### config.mk
export PLATFORM = sky130hd
export DESIGN_NAME = stopwatch_bcd_core
export DESIGN_NICKNAME = d
export VERILOG_FILES = /design/src/rtl/stopwatch_bcd_core.sv
export SDC_FILE = /design/constraint.sdc
export NUM_CORES = 1
export LEC_CHECK = 0
export CORE_ASPECT_RATIO = 1.25
export CORE_UTILIZATION = 35
export CTS_CLUSTER_SIZE = 24
export DETAILED_ROUTE_END_ITERATION = 8
export GPL_ROUTABILITY_DRIVEN = 0
export GPL_TIMING_DRIVEN = 0
export PLACE_DENSITY = 0.5
export SLEW_MARGIN = 0
export SYNTH_ARGS = -nofsm -noshare
export SYNTH_HDL_FRONTEND = slang
export SYNTH_SLANG_ARGS = --single-unit
### constraint.sdc
create_clock -name clk -period 5.82 [get_ports clk]
set_clock_uncertainty 0.2 [all_clocks]
set_input_delay 0.582 -clock clk [delete_from_list [all_inputs] [get_ports clk]]
set_output_delay 0.582 -clock clk [all_outputs]
set_load 0.01 [all_outputs]
### src/rtl/stopwatch_bcd_core.sv
// stopwatch_bcd_core
//   Divides clk into 10 ms ticks and accumulates elapsed time as four
//   packed BCD digits (SS.cc, 00.00 .. 59.99). Button levels arrive already
//   debounced; each acts on its rising edge.
//
// Ports
//   clk         system clock, rising edge
//   rst         asynchronous reset, active low
//   start_stop  debounced level, rising edge toggles run/pause
//   lap         debounced level, rising edge enters/leaves lap freeze
//   clear       debounced level, rising edge clears from PAUSED
//   number      registered packed BCD {sec_tens, sec_ones, tenths, hundredths}
//   running     high in RUN or LAP
//   lap_active  high in LAP (display frozen on the latched value)
//   rollover    one-cycle pulse when 59.99 wraps to 00.00
//
// state  | meaning
// -------+-------------------------------------------------------------
// IDLE   | cleared, prescaler and digits held at zero
// RUN    | counting, display shows live digits
// LAP    | counting, display shows the lap latch
// PAUSED | counting suspended, partial tick kept in the prescaler

module stopwatch_bcd_core #(
    parameter int TICK_DIV         = 1000000,
    parameter int NUMBER_OF_DIGITS = 4
) (
    input  logic                          clk,
    input  logic                          rst,
    input  logic                          start_stop,
    input  logic                          lap,
    input  logic                          clear,
    output logic [4*NUMBER_OF_DIGITS-1:0] number,
    output logic                          running,
    output logic                          lap_active,
    output logic                          rollover
);

    localparam int PW = $clog2(TICK_DIV);
    localparam logic [PW-1:0] PRESC_MAX = PW'(TICK_DIV - 1);

    typedef enum logic [1:0] {
        IDLE   = 2'd0,
        RUN    = 2'd1,
        LAP    = 2'd2,
        PAUSED = 2'd3
    } state_t;

    state_t        state;
    logic [PW-1:0] presc;
    logic [3:0]    d0, d1, d2, d3;
    logic [15:0]   lap_latch;
    logic          ss_q, lap_q, clr_q;

    logic          ss_e, lap_e, clr_e;
    logic          counting, tick;
    logic [3:0]    n0, n1, n2, n3;
    logic          wrap;
    logic [15:0]   live;

    assign ss_e  = start_stop & ~ss_q;
    assign lap_e = lap & ~lap_q;
    assign clr_e = clear & ~clr_q;

    assign counting = (state == RUN) || (state == LAP);
    assign tick     = counting && (presc == PRESC_MAX);
    assign live     = {d3, d2, d1, d0};

    // Ripple BCD increment; sec_tens wraps at 5 to give a 60 s range.
    always_comb begin
        n0   = d0 + 4'd1;
        n1   = d1;
        n2   = d2;
        n3   = d3;
        wrap = 1'b0;
        if (d0 == 4'd9) begin
            n0 = 4'd0;
            n1 = d1 + 4'd1;
            if (d1 == 4'd9) begin
                n1 = 4'd0;
                n2 = d2 + 4'd1;
                if (d2 == 4'd9) begin
                    n2 = 4'd0;
                    n3 = d3 + 4'd1;
                    if (d3 == 4'd5) begin
                        n3   = 4'd0;
                        wrap = 1'b1;
                    end
                end
            end
        end
    end

    always_ff @(posedge clk or negedge rst) begin
        if (!rst) begin
            state     <= IDLE;
            presc     <= '0;
            d0        <= '0;
            d1        <= '0;
            d2        <= '0;
            d3        <= '0;
            lap_latch <= '0;
            ss_q      <= 1'b0;
            lap_q     <= 1'b0;
            clr_q     <= 1'b0;
            number    <= '0;
            rollover  <= 1'b0;
        end else begin
            ss_q     <= start_stop;
            lap_q    <= lap;
            clr_q    <= clear;
            rollover <= 1'b0;
            number   <= (state == LAP) ? lap_latch : live;

            // A tick always lands, even on the edge that leaves RUN/LAP.
            if (counting) begin
                if (tick) begin
                    presc    <= '0;
                    d0       <= n0;
                    d1       <= n1;
                    d2       <= n2;
                    d3       <= n3;
                    rollover <= wrap;
                end else begin
                    presc <= presc + PW'(1);
                end
            end

            case (state)
                IDLE: begin
                    presc <= '0;
                    if (ss_e) state <= RUN;
                end
                RUN: begin
                    if (ss_e) begin
                        state <= PAUSED;
                    end else if (lap_e) begin
                        state     <= LAP;
                        lap_latch <= live;  // pre-increment value on a coincident tick
                    end
                end
                LAP: begin
                    if (ss_e)       state <= PAUSED;
                    else if (lap_e) state <= RUN;
                end
                PAUSED: begin
                    if (clr_e) begin
                        state <= IDLE;
                        presc <= '0;
                        d0    <= '0;
                        d1    <= '0;
                        d2    <= '0;
                        d3    <= '0;
                    end else if (ss_e) begin
                        state <= RUN;
                    end
                end
                default: state <= IDLE;
            endcase
        end
    end

    assign running    = counting;
    assign lap_active = (state == LAP);

endmodule
Word-level counts from Yosys, hierarchy flattened:

Cells that the tools add are included.
W data, S select, Z words.

* add/subtract/negate cells: 5
* multipliers: 0
* div/mod/pow operators: 0
* order comparisons: 0
* eq/ne operators: 10
* shift-type cells: 0
* muxes and demuxes: 44
* bitwise gates (word level): 7
* reduce and logical (&&, ||, !) cells: 5

Operator list (number)
* $mux W4: 26
* $mux W20: 3
* $pmux W20 S2: 1
* $add A20 B1 Y20 const B: 1
* $eq A20 B20 Y1 const B: 1
* $add A4 B1 Y4 const B: 4
* $mux W16: 1
* $eq A4 B4 Y1 const B: 3
* $mux W2: 6
* $pmux W2 S4: 1
* $mux W1: 6
* $eq A2 B2 Y1 const B: 2
* $eq A4 B3 Y1 const B: 1
* $not A1 Y1: 4
* $and A1 B1 Y1: 3
* $ne A3 B1 Y1 const B: 1
* $ne A3 B3 Y1 const B: 1
* $reduce_and A3 Y1: 1
* $eq A2 B1 Y1 const B: 1
* $logic_not A2 Y1: 1
* $reduce_and A2 Y1: 1
* $logic_and A1 B1 Y1: 1
* $logic_or A1 B1 Y1: 1

* bits in registers: 74
* bits in latches: 0
* RAM bits: 0
* bits in read-only memories: 0
* output and inout port bits: 19
* word-level logic and storage cells: 83
* memories kept: 0

Longest topological paths before layout:

Gate-level depths: netlist of run 1.

* depth in word-level cells: 9
* gate-level depth with buffers: 8
* mapped depth without buffers: 6

Worst setup path after synthesis of run 1:

OpenSTA, ideal clock, no wires.

* path kind: reg-to-reg
* start point: register state[0]
* end point: register d3[1]
* setup time: 0.123 ns
* arrival: 2.504 ns
* data required time: 5.497 ns
* path slack: 2.993 ns
* stages on the path, launching flop included: 9
* period minus slack after synthesis: 2.827 ns
* cell sequence: dfrtp_1 -> inv_1 -> ha_1 -> clkbuf_1 -> nand4_1 -> or4_1 -> buf_2 -> or4_1 -> mux2i_1

* word-level cells in the longest chain between the ends: 7
* elaborated cells between the ends (all ways): 9

Ends and longest elaborated chain
* start, declared: RTL line 49 `state_t state;`
* start signal, assigned: RTL line 96 `state <= IDLE;`
* start signal, assigned: RTL line 132 `if (ss_e) state <= RUN;`
* start signal, assigned: RTL line 136 `state <= PAUSED;`
* $eq A2 B1 Y1 / $eq A2 B2 Y1 (equally long branches): RTL line 65 `assign counting = (state == RUN) || (state == LAP);`
* $logic_or A1 B1 Y1 *: RTL line 65
* via running: RTL line 34 `output logic running,`
* $logic_and A1 B1 Y1: RTL line 66 `assign tick = counting && (presc == PRESC_MAX);`
* $mux W4: RTL line 117 `if (tick) begin`
* $mux W4 *: RTL line 116 `if (counting) begin`
* $mux W4: RTL line 147 `if (clr_e) begin`
* $mux W4 *: RTL line 129 `case (state)`
* end signal, assigned: RTL line 122 `d3 <= n3;`
* end, declared: RTL line 51 `logic [3:0] d0, d1, d2, d3;`

The timed path passes the listed nets; every way through them passes the cells marked *.
A chain may end at the register's enable or synchronous reset.

Worst setup path after layout of run 1:

* start point: register state[0]
* end point: register d3[1]

* word-level cells in the longest chain between the ends: 7
* elaborated cells between the ends (all ways): 9

Ends and longest elaborated chain (RTL line)
* $eq A2 B1 Y1 / $eq A2 B2 Y1 (equally long branches): 65
* $logic_or A1 B1 Y1: 65
* $logic_and A1 B1 Y1: 66
* $mux W4: 117
* $mux W4: 116
* $mux W4: 147
* $mux W4 *: 129

Mark *: on every way between the ends. The rest lies on a longest branch, timed or not.

==> impl_metrics.prom, run 1 <==
# TYPE chip_impl_metric gauge
chip_impl_metric{name="area_delta_synth_final",unit="%"} 20.0
chip_impl_info{name="worst_setup_path_start_kind",value="flip-flop"} 1
chip_impl_metric{name="route.final.wire_length",unit="um"} 8100
chip_impl_metric{name="detailedPlacementHpwl",unit="um"} 5740
chip_impl_info{name="timing.critical_path.to_type",value="flip-flop"} 1
chip_impl_metric{name="antenna-diode-count",unit=""} 0
chip_impl_info{name="startpoint",value="state[0]"} 1
chip_impl_metric{name="critical_path.max_fanout",unit=""} 10
chip_impl_metric{name="report.final.slew_viol_count",unit=""} 0
chip_impl_metric{name="cts_buffers",unit=""} 9
chip_impl_metric{name="yosysSeqAreaShare",unit=""} 0.503
chip_impl_metric{name="fmaxAchievable",unit="GHz"} 0.318
chip_impl_metric{name="synth-async-reset-ratio",unit=""} 1.00
chip_impl_metric{name="tightest_slew",unit="ns"} 0.998
chip_impl_info{name="crit-reg2reg-capture",value="d3[1]"} 1
chip_impl_metric{name="hold_viol_final",unit=""} 4
chip_impl_metric{name="drt.antenna.violating_nets",unit=""} 0
chip_impl_metric{name="htree_num_levels",unit=""} 3
chip_impl_metric{name="clkLatencyLatePin",unit="ns"} 0.34
chip_impl_metric{name="first_global_vias",unit=""} 2789
chip_impl_metric{name="die-width",unit="um"} 93.8
chip_impl_metric{name="number_of_port_buffers",unit=""} 23
chip_impl_info{name="netlist_top_cells_area",value="sky130_fd_sc_hd__dfrtp_1 (50%), sky130_fd_sc_hd__mux2_2 (8.3%), sky130_fd_sc_hd__nand4_1 (2.9%)"} 1
chip_impl_metric{name="clock_sinks",unit=""} 74
chip_impl_metric{name="start_util",unit=""} 0.363
chip_impl_metric{name="final_min_period_over_clock_period",unit=""} 0.541
chip_impl_metric{name="layout.cell_area.non_filler",unit="um^2"} 4420
chip_impl_metric{name="hold_ws",unit="ns"} -0.00538
chip_impl_metric{name="grt_overflow",unit=""} 0
chip_impl_metric{name="post-route-drc-count",unit=""} 0
chip_impl_metric{name="fp.coreArea",unit="um^2"} 10200
chip_impl_metric{name="cts_hold_repair.buffers",unit=""} 0
chip_impl_metric{name="die_area",unit="um^2"} 10900
chip_impl_metric{name="floorplan.die.height",unit="um"} 117
chip_impl_info{name="status",value="complete, but fails checks"} 1
chip_impl_info{name="clockRootBuffer",value="sky130_fd_sc_hd__clkbuf_16"} 1
chip_impl_metric{name="synth_largest_type_area_fraction",unit=""} 0.503
chip_impl_metric{name="finalWorstSetupSlack",unit="ns"} 2.67
chip_impl_metric{name="filler_cell_count",unit=""} 1021
chip_impl_metric{name="ff2ff_path_depth",unit=""} 8
chip_impl_info{name="synthDominantAreaCellType",value="sky130_fd_sc_hd__dfrtp_1"} 1
chip_impl_metric{name="floorplan.io_pins",unit=""} 24
chip_impl_metric{name="final_core_util",unit=""} 0.435
chip_impl_metric{name="finish.net_count",unit=""} 393
chip_impl_metric{name="finalSetupTns",unit="ns"} 0
chip_impl_metric{name="first_pass_iters",unit=""} 5
chip_impl_metric{name="critical_path_arrival",unit="ns"} 3.17
chip_impl_metric{name="timing.critical_path.required",unit="ns"} 5.84
chip_impl_metric{name="cts-resized-gates",unit=""} 0
chip_impl_metric{name="detailed_route_via_count",unit=""} 2819
chip_impl_metric{name="synth.cell_area",unit="um^2"} 3680
chip_impl_info{name="cp-endpoint",value="d3[1]"} 1
chip_impl_metric{name="p_leak",unit="uW"} 0.00177
chip_impl_metric{name="clockBufferDepth",unit=""} 2
chip_impl_metric{name="postSynthAreaPerCell",unit="um^2"} 10.6
chip_impl_metric{name="min_clock_period_post_route",unit="ns"} 3.15
chip_impl_metric{name="drv_cap",unit=""} 0
chip_impl_metric{name="dpl_cell_area",unit="um^2"} 4100
chip_impl_metric{name="drive_gt1_frac",unit=""} 0.149
chip_impl_metric{name="gr-usage-all-layers",unit=""} 0.168
chip_impl_metric{name="timing.max_slew.rel_slack",unit=""} 0.328
chip_impl_metric{name="antenna_found_initial",unit=""} 0
chip_impl_metric{name="syn-num-nets",unit=""} 358
chip_impl_metric{name="grt_max_degree",unit=""} 44
chip_impl_metric{name="synth_cell_type_count",unit=""} 55
chip_impl_metric{name="post-cts-setup-buffer-count",unit=""} 0
chip_impl_metric{name="postSynthRegisterBits",unit=""} 74
chip_impl_metric{name="initialDrtViolationCount",unit=""} 114
chip_impl_info{name="yosys_most_used_dff",value="sky130_fd_sc_hd__dfrtp_1"} 1
chip_impl_info{name="violations_in_the_final_reports",value="hold timing"} 1
chip_impl_metric{name="synthCells",unit=""} 348
chip_impl_metric{name="syn_warnings",unit=""} 0
chip_impl_metric{name="path_clk_slew",unit="ns"} 0.06
chip_impl_metric{name="count_of_flip_flops_with_a_built_in_enable_after_synthesis",unit=""} 0
chip_impl_info{name="holdCritPathClass",value="in -> async"} 1
chip_impl_info{name="clock_tree_from_tritoncts",value="done"} 1
chip_impl_info{name="unrepaired_setup_endpoints_after_global_routing",value="false"} 1
chip_impl_metric{name="placement_rows",unit=""} 41
chip_impl_metric{name="dp_worst_setup_slack",unit="ns"} 2.68
chip_impl_metric{name="timing.final.setup_violations",unit=""} 0
chip_impl_info{name="timing.rr.start",value="state[0]"} 1
chip_impl_metric{name="grt_pass1_wl",unit="um"} 14000
chip_impl_metric{name="vdd_ir_drop_max",unit="uV"} 163
chip_impl_metric{name="register_area",unit="um^2"} 1850
chip_impl_metric{name="powerDensity",unit="nW/um^2"} 397
chip_impl_metric{name="routedWlPerCell",unit="um"} 15.7
chip_impl_metric{name="multi_input_combinational_cell_area",unit="um^2"} 1680
chip_impl_metric{name="vias_per_cell",unit=""} 5.45
chip_impl_metric{name="r2r_setup_slack",unit="ns"} 2.67
chip_impl_info{name="path_class",value="reg -> reg"} 1
area by class of cell:
type,count,area share
repair buffers,24,0.0578
plain buffers,21,0.0221
flip-flops and latches,74,0.419
well taps,129,0.0365
multi-input cells,239,0.381
inverters,14,0.0119
clock inverters,7,0.0212
clock buffers,9,0.0510
critical path, cell delays in order, from the launching register on:
cell,delay (ns)
sky130_fd_sc_hd__dfrtp_1,0.37
sky130_fd_sc_hd__inv_1,0.09
sky130_fd_sc_hd__ha_1,0.30
sky130_fd_sc_hd__clkbuf_1,0.35
sky130_fd_sc_hd__nand4_1,0.31
sky130_fd_sc_hd__or4_1,0.49
sky130_fd_sc_hd__buf_2,0.18
sky130_fd_sc_hd__or4_1,0.58
sky130_fd_sc_hd__mux2i_1,0.15
cell usage in the layout, fill, tap and decap left out, drive strengths merged, types with 2 or more instances in the layout:
master	n
o31ai	9
dfrtp	74
and4	2
nand2	25
ha	5
a22oi	8
mux2	27
a31oi	3
xor2	2
nand3	12
nor4	6
inv	14
buf	8
nor2b	6
and3	4
nand4	17
nor3b	3
nor2	6
o21ai	17
clkdlybuf4s50	22
or3	4
nand2b	5
mux2i	6
nand3b	2
and2	4
o41ai	3
a21oi	20
or4b	2
clkbuf	24
nor3	7
clkinvlp	2
o311ai	2
xnor2	6
bufinv	2
or4	11
clkinv	3
nor4b	2
flip-flops by register name, indices dropped and copies added, names as in the netlist, 2 cells and up:
register	count
d0	4
d1	4
d2	4
d3	4
lap_latch	16
number	16
presc	20
state	2
cells in the mapped netlist, drive strengths merged, types with 5 or more instances:
| library cell | instances |
|---|---|
| dfrtp | 74 |
| or4 | 11 |
| nand2b | 5 |
| nand4 | 17 |
| mux2i | 6 |
| clkbuf | 15 |
| a22oi | 8 |
| ha | 5 |
| nor2 | 6 |
| o21ai | 17 |
| xnor2 | 6 |
| nand3 | 12 |
| mux2 | 27 |
| nor4 | 6 |
| nor2b | 6 |
| buf | 6 |
| a21oi | 20 |
| nand2 | 25 |
| inv | 14 |
| o31ai | 9 |
| nor3 | 7 |
where the power goes:
part	internal, uW	switching, uW	leakage [uW]
clock network	374	213	0.000151
registers	621	80.1	0.000954
logic	211	256	0.000660
how the worst min path moves through the flow:
stage / start / to / slack (ns) / cells past startpoint
global placement: lap_latch[6] / number[6] / 0.26 / 2
CTS: rst / clr_q / 0.004 / 1
floorplan: rst / clr_q / 0.09 / 0
global route: rst / state[0] / 0.02 / 1
detailed placement: lap_latch[6] / number[6] / 0.28 / 2
finish: rst / state[1] / -0.005 / 1
layer usage:
| layer | track usage | vias to the layer above | share of wire |
|---|---|---|---|
| li1 | - | 1372 | - |
| met1 | 0.215 | 1392 | 0.46 |
| met2 | 0.268 | 40 | 0.49 |
| met3 | 0.0384 | 15 | 0.027 |
| met4 | 0.0841 | 0 | 0.026 |
| met5 | 0 | - | 0 |
through the flow:
stage	hold slack (ns)	std cells	total power, uW
after global placement	0.265	500	1170
after detailed placement	0.277	501	1190
after CTS	0.00419	517	1790
final	-0.00538	517	1760
after global routing	0.0194	517	1870
after floorplan	0.0864	348	995
logic make-up (layout without fill, tap and decap cells):
group                    count (synthesis)  after routing  synth area share
flip-flops                              74             74             0.503
multiplexers                            33             33            0.0988
AND/OR/NAND/NOR                        123            123             0.201
buffers and inverters                   35             75            0.0408
AO/OA/AOI/OAI                           70             70             0.121
adder cells (fa/ha/maj)                  5              5            0.0170
XOR/XNOR                                 8              8            0.0190
Note: power is estimated with default switching activity, not from simulation.
==> run 2, diff against run 1 <==
Clock period 5.82 ns to 3.2 ns, I/O delays scaled along.
==> run 2 against run 1 <==
  * The run now ends clean
  * Setup slack got worse by 2.5 ns
  * Via count is 0.82% lower
  * Sequential power is 81% higher
  * Total power grew 82%
  * Non-clock buffer count did not move
  * First-iteration DRC count is 9.6% higher
  * Routed wire length decreased by 0.23%
  * Core utilization increased by 0.061 points
  * Clock-buffer cell count is the same
  * Clock power up 82%
  * Design area grew 0.14%
  * Largest cell class unchanged
  * Highest routed layer unchanged
==> impl_metrics.prom, run 2 (same netlist as run 1, synthesis figures left out) <==
# TYPE chip_impl_metric gauge
chip_impl_metric{name="drt.antenna.violating_nets",unit=""} 0
chip_impl_metric{name="placement_rows",unit=""} 41
chip_impl_info{name="layout.cells.most_common_list",value="sky130_fd_sc_hd__dfrtp_1 (74), sky130_fd_sc_hd__mux2_2 (27), sky130_fd_sc_hd__nand2_1 (25)"} 1
chip_impl_metric{name="area_delta_synth_final",unit="%"} 20.1
chip_impl_metric{name="post-cts-setup-buffer-count",unit=""} 0
chip_impl_metric{name="min_clock_period_post_route",unit="ns"} 2.98
chip_impl_metric{name="grt_pass1_wl",unit="um"} 14000
chip_impl_metric{name="post-route-drc-count",unit=""} 0
chip_impl_metric{name="detailedPlacementHpwl",unit="um"} 5740
chip_impl_info{name="layout_commonest_cell",value="sky130_fd_sc_hd__dfrtp_1"} 1
chip_impl_info{name="largest_registers",value="presc: 20 flops, lap_latch: 16 flops, number: 16 flops"} 1
chip_impl_metric{name="p_leak",unit="uW"} 0.00177
chip_impl_metric{name="drv_cap",unit=""} 0
chip_impl_metric{name="routedWlPerCell",unit="um"} 15.6
chip_impl_metric{name="final_core_util",unit=""} 0.436
chip_impl_info{name="path_delay_family",value="simple AND/OR/NAND/NOR gates"} 1
chip_impl_metric{name="initialDrtViolationCount",unit=""} 125
chip_impl_metric{name="start_util",unit=""} 0.363
chip_impl_metric{name="antenna-diode-count",unit=""} 0
chip_impl_info{name="top_register",value="presc"} 1
chip_impl_metric{name="clkLatencyLatePin",unit="ns"} 0.34
chip_impl_metric{name="report.final.slew_viol_count",unit=""} 0
chip_impl_metric{name="path_clk_slew",unit="ns"} 0.06
chip_impl_info{name="clockRootBuffer",value="sky130_fd_sc_hd__clkbuf_16"} 1
chip_impl_metric{name="first_pass_iters",unit=""} 4
chip_impl_metric{name="timing.max_slew.rel_slack",unit=""} 0.338
chip_impl_metric{name="critical_path_arrival",unit="ns"} 3.00
chip_impl_metric{name="worst-path-buf-inv",unit=""} 2
chip_impl_metric{name="cts_buffers",unit=""} 9
chip_impl_metric{name="floorplan.die.height",unit="um"} 117
chip_impl_metric{name="finish.net_count",unit=""} 393
chip_impl_metric{name="cts-resized-gates",unit=""} 0
chip_impl_metric{name="timing.final.setup_violations",unit=""} 0
chip_impl_metric{name="fmaxAchievable",unit="GHz"} 0.336
chip_impl_metric{name="first_global_vias",unit=""} 2791
chip_impl_info{name="unrepaired_setup_endpoints_after_global_routing",value="false"} 1
chip_impl_metric{name="layout.cell_area.non_filler",unit="um^2"} 4430
chip_impl_metric{name="grt_max_degree",unit=""} 44
chip_impl_metric{name="critical-path-max-stage-delay",unit="ns"} 0.58
chip_impl_metric{name="vias_per_cell",unit=""} 5.41
chip_impl_metric{name="powerDensity",unit="nW/um^2"} 722
chip_impl_metric{name="gr-usage-all-layers",unit=""} 0.168
chip_impl_metric{name="antenna_found_initial",unit=""} 0
chip_impl_info{name="path_class",value="reg -> reg"} 1
chip_impl_metric{name="critical_path.max_fanout",unit=""} 11
chip_impl_metric{name="floorplan.io_pins",unit=""} 24
chip_impl_metric{name="hold_viol_final",unit=""} 0
chip_impl_info{name="cp_common_cell",value="sky130_fd_sc_hd__or4_1"} 1
chip_impl_info{name="holdCritPathClass",value="in -> reg"} 1
chip_impl_metric{name="route.final.wire_length",unit="um"} 8080
chip_impl_metric{name="largest_reg_flops",unit=""} 20
chip_impl_info{name="clock_tree_from_tritoncts",value="done"} 1
chip_impl_metric{name="clockBufferDepth",unit=""} 2
chip_impl_info{name="cpMaxStageDelayCell",value="sky130_fd_sc_hd__or4_1"} 1
chip_impl_info{name="cp_cell_sequence",value="inv_1 > ha_1 > nand4_1 > or4_1 > buf_2 > or4_1 > mux2i_1"} 1
chip_impl_metric{name="number_of_port_buffers",unit=""} 23
chip_impl_metric{name="die_area",unit="um^2"} 10900
chip_impl_metric{name="htree_num_levels",unit=""} 3
chip_impl_metric{name="timing.critical_path.required",unit="ns"} 3.22
chip_impl_info{name="status",value="finished, final reports clean"} 1
chip_impl_info{name="worst_setup_path_start_kind",value="flip-flop"} 1
chip_impl_metric{name="die-width",unit="um"} 93.8
chip_impl_metric{name="r2r_setup_slack",unit="ns"} 0.22
chip_impl_metric{name="drive_gt1_frac",unit=""} 0.149
chip_impl_metric{name="tightest_slew",unit="ns"} 0.983
chip_impl_metric{name="power.total",unit="uW"} 3190
chip_impl_metric{name="fp.coreArea",unit="um^2"} 10200
chip_impl_metric{name="dpl_cell_area",unit="um^2"} 4100
chip_impl_metric{name="vdd_ir_drop_max",unit="uV"} 406
chip_impl_metric{name="grt_overflow",unit=""} 0
chip_impl_info{name="timing.critical_path.to_type",value="flip-flop"} 1
chip_impl_metric{name="clock_sinks",unit=""} 74
chip_impl_metric{name="final_min_period_over_clock_period",unit=""} 0.931
chip_impl_metric{name="detailed_route_via_count",unit=""} 2796
==> run 2: cell types whose count changed in the layout (fill, tap and decap cells not counted), sizes merged <==
cell	before	now
clkbuf	24	23
dlygate4sd3	0	1
==> run 2: cell type report <==
| class | instances | area [um^2] |
|---|---|---|
| timing repair buffer | 25 | 265 |
| fill | 1020 | 5730 |
| clock inverter | 7 | 93.8 |
| sequential | 74 | 1850 |
| multi-input combinational | 239 | 1680 |
| inverter | 14 | 52.6 |
| tap | 129 | 161 |
| clock buffer | 9 | 225 |
| buffer | 20 | 93.8 |
==> run 2: final timing paths <==
kind	from	endpoint	cells past startpoint
min reg2reg	lap_latch[6]	number[6]	2
min	lap	lap_q	1
min in group asynchronous	rst	state[1]	2
max reg2reg	state[0]	d3[1]	7
max	state[0]	d3[1]	7
max in group asynchronous	rst	number[11]	3
==> run 2: through the flow <==
| stage | setup TNS (ns) | instances | hold WS (ns) | setup slack, ns |
|---|---|---|---|---|
| finish | 0 | 517 | 0.251 | 0.220 |
| global route | 0 | 517 | 0.267 | 0.00114 |
| global placement | -83.45 | 500 | 0.265 | -1.13 |
| CTS | 0 | 518 | 0.248 | 0.0468 |
| detailed placement | 0 | 501 | 0.105 | 0.0581 |
| floorplan | 0 | 348 | -0.176 | 0.373 |
==> run 2: metal layers <==
metal,part of all wire,global-route usage
met1,0.46,0.215
met2,0.48,0.268
met3,0.027,0.0384
met4,0.027,0.0841
met5,0,0
==> run 2: worst reg2reg max path: stages, from the launching register on <==
cell and delay [ns]:
sky130_fd_sc_hd__dfrtp_1 0.37, sky130_fd_sc_hd__inv_1 0.09, sky130_fd_sc_hd__ha_1 0.50, sky130_fd_sc_hd__nand4_1 0.30, sky130_fd_sc_hd__or4_1 0.49, sky130_fd_sc_hd__buf_2 0.18, sky130_fd_sc_hd__or4_1 0.58, sky130_fd_sc_hd__mux2i_1 0.15
==> run 2: report_power, final <==
group          switching (uW)  internal, uW
sequential                146          1130
combinational             467           386
clock                     388           680
total                    1000          2190
==> run 2: repair_timing <==
action                                  CTS  global route
endpoints found under the hold margin    31             0
endpoints found under the setup margin    0             4
hold buffers                              1             0
==> run 3, diff against run 2 <==
Settings changed: CAP_MARGIN set to 15, PLACE_DENSITY 0.5 to unset.
==> run 3 against run 2 <==
  * First-iteration DRC count rose by 50%
  * Design area fell by 1.2%
  * Total power fell by 4.8%
  * Setup slack improved by 0.0013 ns
  * Largest cell class unchanged
  * Via count rose by 0.93%
  * Clock-buffer cell count rose by 2
  * Cell count did not move
  * Routed wire length fell by 1.9%
  * Clock power fell by 14%
  * Global-route usage fell by 0.37 points
  * Flip-flop and latch count did not move
==> impl_metrics.prom, run 3 (same netlist as run 1, synthesis figures left out) <==
# TYPE chip_impl_metric gauge
chip_impl_metric{name="report.final.slew_viol_count",unit=""} 0
chip_impl_metric{name="vias_per_cell",unit=""} 5.46
chip_impl_metric{name="route.final.wire_length",unit="um"} 7930
chip_impl_metric{name="grt_max_degree",unit=""} 41
chip_impl_metric{name="floorplan.die.height",unit="um"} 117
chip_impl_metric{name="die-width",unit="um"} 93.8
chip_impl_metric{name="finish.net_count",unit=""} 393
chip_impl_metric{name="routedWlPerCell",unit="um"} 15.3
chip_impl_metric{name="start_util",unit=""} 0.363
chip_impl_metric{name="antenna_found_initial",unit=""} 0
chip_impl_metric{name="timing.max_slew.rel_slack",unit=""} 0.371
chip_impl_metric{name="placement_rows",unit=""} 41
chip_impl_metric{name="critical_path_arrival",unit="ns"} 3.00
chip_impl_metric{name="first_global_vias",unit=""} 2793
chip_impl_metric{name="drv_cap",unit=""} 0
chip_impl_metric{name="die_area",unit="um^2"} 10900
chip_impl_metric{name="dpl_cell_area",unit="um^2"} 4090
chip_impl_metric{name="r2r_setup_slack",unit="ns"} 0.22
chip_impl_metric{name="hold_depth",unit=""} 1
chip_impl_metric{name="clkLatencyLatePin",unit="ns"} 0.34
chip_impl_metric{name="layoutNonFillerInstCount",unit=""} 517
chip_impl_metric{name="grt_overflow",unit=""} 0
chip_impl_info{name="layout_commonest_cell",value="sky130_fd_sc_hd__dfrtp_1"} 1
chip_impl_metric{name="fmaxAchievable",unit="GHz"} 0.336
chip_impl_info{name="clockRootBuffer",value="sky130_fd_sc_hd__clkbuf_16"} 1
chip_impl_metric{name="fp.coreArea",unit="um^2"} 10200
chip_impl_metric{name="post-route-drc-count",unit=""} 0
chip_impl_info{name="top_register",value="presc"} 1
chip_impl_info{name="status",value="finished, final reports clean"} 1
chip_impl_metric{name="tightest_slew",unit="ns"} 0.935
chip_impl_metric{name="first_pass_iters",unit=""} 4
chip_impl_metric{name="ff2ff_path_depth",unit=""} 7
chip_impl_metric{name="clock_sinks",unit=""} 74
chip_impl_metric{name="vdd_ir_drop_max",unit="uV"} 289
chip_impl_info{name="holdCritPathClass",value="in -> reg"} 1
chip_impl_metric{name="detailedPlacementHpwl",unit="um"} 5660
chip_impl_info{name="crit-reg2reg-capture",value="d3[1]"} 1
chip_impl_metric{name="gr-usage-all-layers",unit=""} 0.165
chip_impl_info{name="worst_setup_path_start_kind",value="flip-flop"} 1
chip_impl_metric{name="p_leak",unit="uW"} 0.00175
chip_impl_metric{name="hold_viol_final",unit=""} 0
chip_impl_metric{name="htree_num_levels",unit=""} 3
chip_impl_metric{name="grt_pass1_wl",unit="um"} 13600
chip_impl_info{name="path_class",value="reg -> reg"} 1
chip_impl_info{name="unrepaired_setup_endpoints_after_global_routing",value="false"} 1
chip_impl_metric{name="critical_path.max_fanout",unit=""} 11
chip_impl_info{name="worstHoldEndpoint",value="lap_q"} 1
chip_impl_metric{name="final_min_period_over_clock_period",unit=""} 0.931
chip_impl_metric{name="number_of_port_buffers",unit=""} 23
chip_impl_metric{name="path_clk_slew",unit="ns"} 0.06
chip_impl_info{name="clock_tree_from_tritoncts",value="done"} 1
chip_impl_metric{name="timing.critical_path.required",unit="ns"} 3.22
chip_impl_info{name="worst_hold_startpoint",value="lap"} 1
chip_impl_metric{name="cts-resized-gates",unit=""} 0
chip_impl_metric{name="antenna-diode-count",unit=""} 0
chip_impl_metric{name="post-place-cells",unit=""} 501
chip_impl_metric{name="min_clock_period_post_route",unit="ns"} 2.98
chip_impl_info{name="timing.critical_path.to_type",value="flip-flop"} 1
chip_impl_metric{name="power.total",unit="uW"} 3040
chip_impl_info{name="largest_registers",value="presc: 20 flops, lap_latch: 16 flops, number: 16 flops"} 1
chip_impl_metric{name="floorplan.io_pins",unit=""} 24
chip_impl_info{name="timing.rr.start",value="state[1]"} 1
chip_impl_metric{name="clockBufferDepth",unit=""} 2
chip_impl_metric{name="largest_reg_flops",unit=""} 20
chip_impl_metric{name="timing.final.setup_violations",unit=""} 0
chip_impl_metric{name="initialDrtViolationCount",unit=""} 187
chip_impl_metric{name="area_delta_synth_final",unit="%"} 18.7
chip_impl_metric{name="hold_ws",unit="ns"} 0.247
chip_impl_metric{name="drt.antenna.violating_nets",unit=""} 0
chip_impl_metric{name="drive_gt1_frac",unit=""} 0.147
chip_impl_metric{name="detailed_route_via_count",unit=""} 2822
chip_impl_metric{name="cts_buffers",unit=""} 9
chip_impl_info{name="layout.cells.most_common_list",value="sky130_fd_sc_hd__dfrtp_1 (74), sky130_fd_sc_hd__mux2_2 (27), sky130_fd_sc_hd__nand2_1 (25)"} 1
chip_impl_metric{name="layout.cell_area.non_filler",unit="um^2"} 4370
chip_impl_info{name="startpoint",value="state[1]"} 1
chip_impl_metric{name="powerDensity",unit="nW/um^2"} 696
-- run 3: cell count changes in the layout (fill, tap and decap cells not counted) --
cell                        change
sky130_fd_sc_hd__clkinv_4       -1
sky130_fd_sc_hd__buf_12         +1
sky130_fd_sc_hd__clkbuf_1       +1
sky130_fd_sc_hd__buf_16         -1
sky130_fd_sc_hd__bufinv_16      -2
sky130_fd_sc_hd__clkbuf_8       +1
sky130_fd_sc_hd__clkinv_2       +1
-- run 3: worst max-delay path by stage --
stage | endpoint | cells past startpoint
after floorplan | d3[1] | 8
after global placement | number[9] | 1
after detailed placement | d3[1] | 8
after CTS | d3[1] | 8
after global routing | d3[1] | 7
final | d3[1] | 7
-- run 3: worst max-delay path: stages (launching register included) --
cell                      delay [ns]
sky130_fd_sc_hd__dfrtp_1        0.38
sky130_fd_sc_hd__inv_1          0.08
sky130_fd_sc_hd__ha_1           0.53
sky130_fd_sc_hd__nand4_1        0.30
sky130_fd_sc_hd__or4_1          0.46
sky130_fd_sc_hd__buf_2          0.18
sky130_fd_sc_hd__or4_1          0.59
sky130_fd_sc_hd__mux2i_1        0.15
-- run 3: routing by layer --
layer,global-route usage,wire length [um]
met1,0.187,3380
met2,0.288,4100
met3,0.0456,290
met4,0.0728,154
met5,0,0
-- run 3: report_power, final --
group | switching [uW] | internal [uW] | leakage (uW)
logic | 469 | 384 | 0.000660
registers | 145 | 1130 | 0.000954
clock network | 374 | 541 | 0.000131
-- run 3: layout make-up --
type,instances,area (um^2)
Clock inverter,5,30.0
Sequential cell,74,1850
Timing Repair Buffer,25,258
Inverter,14,52.6
Clock buffer,11,243
Fill cell,1004,5790
Multi-Input combinational cell,239,1680
Buffer,20,93.8
Tap cell,129,161
-- run 3: stage by stage --
stage	TNS [ns]	worst slack (ns)	utilization
after floorplan	0	0.373	-
after global placement	-78.18	-1.06	0.401
after detailed placement	0	0.0984	0.403
after CTS	0	0.0726	0.431
after global routing	0	0.0456	0.430
final	0	0.221	0.430
-- run 3: repair_timing --
action / in CTS / in global routing
hold endpoints to repair: 34 / 0
setup buffers: 0 / 0
hold buffers: 1 / 0
setup endpoints to repair: 0 / 5
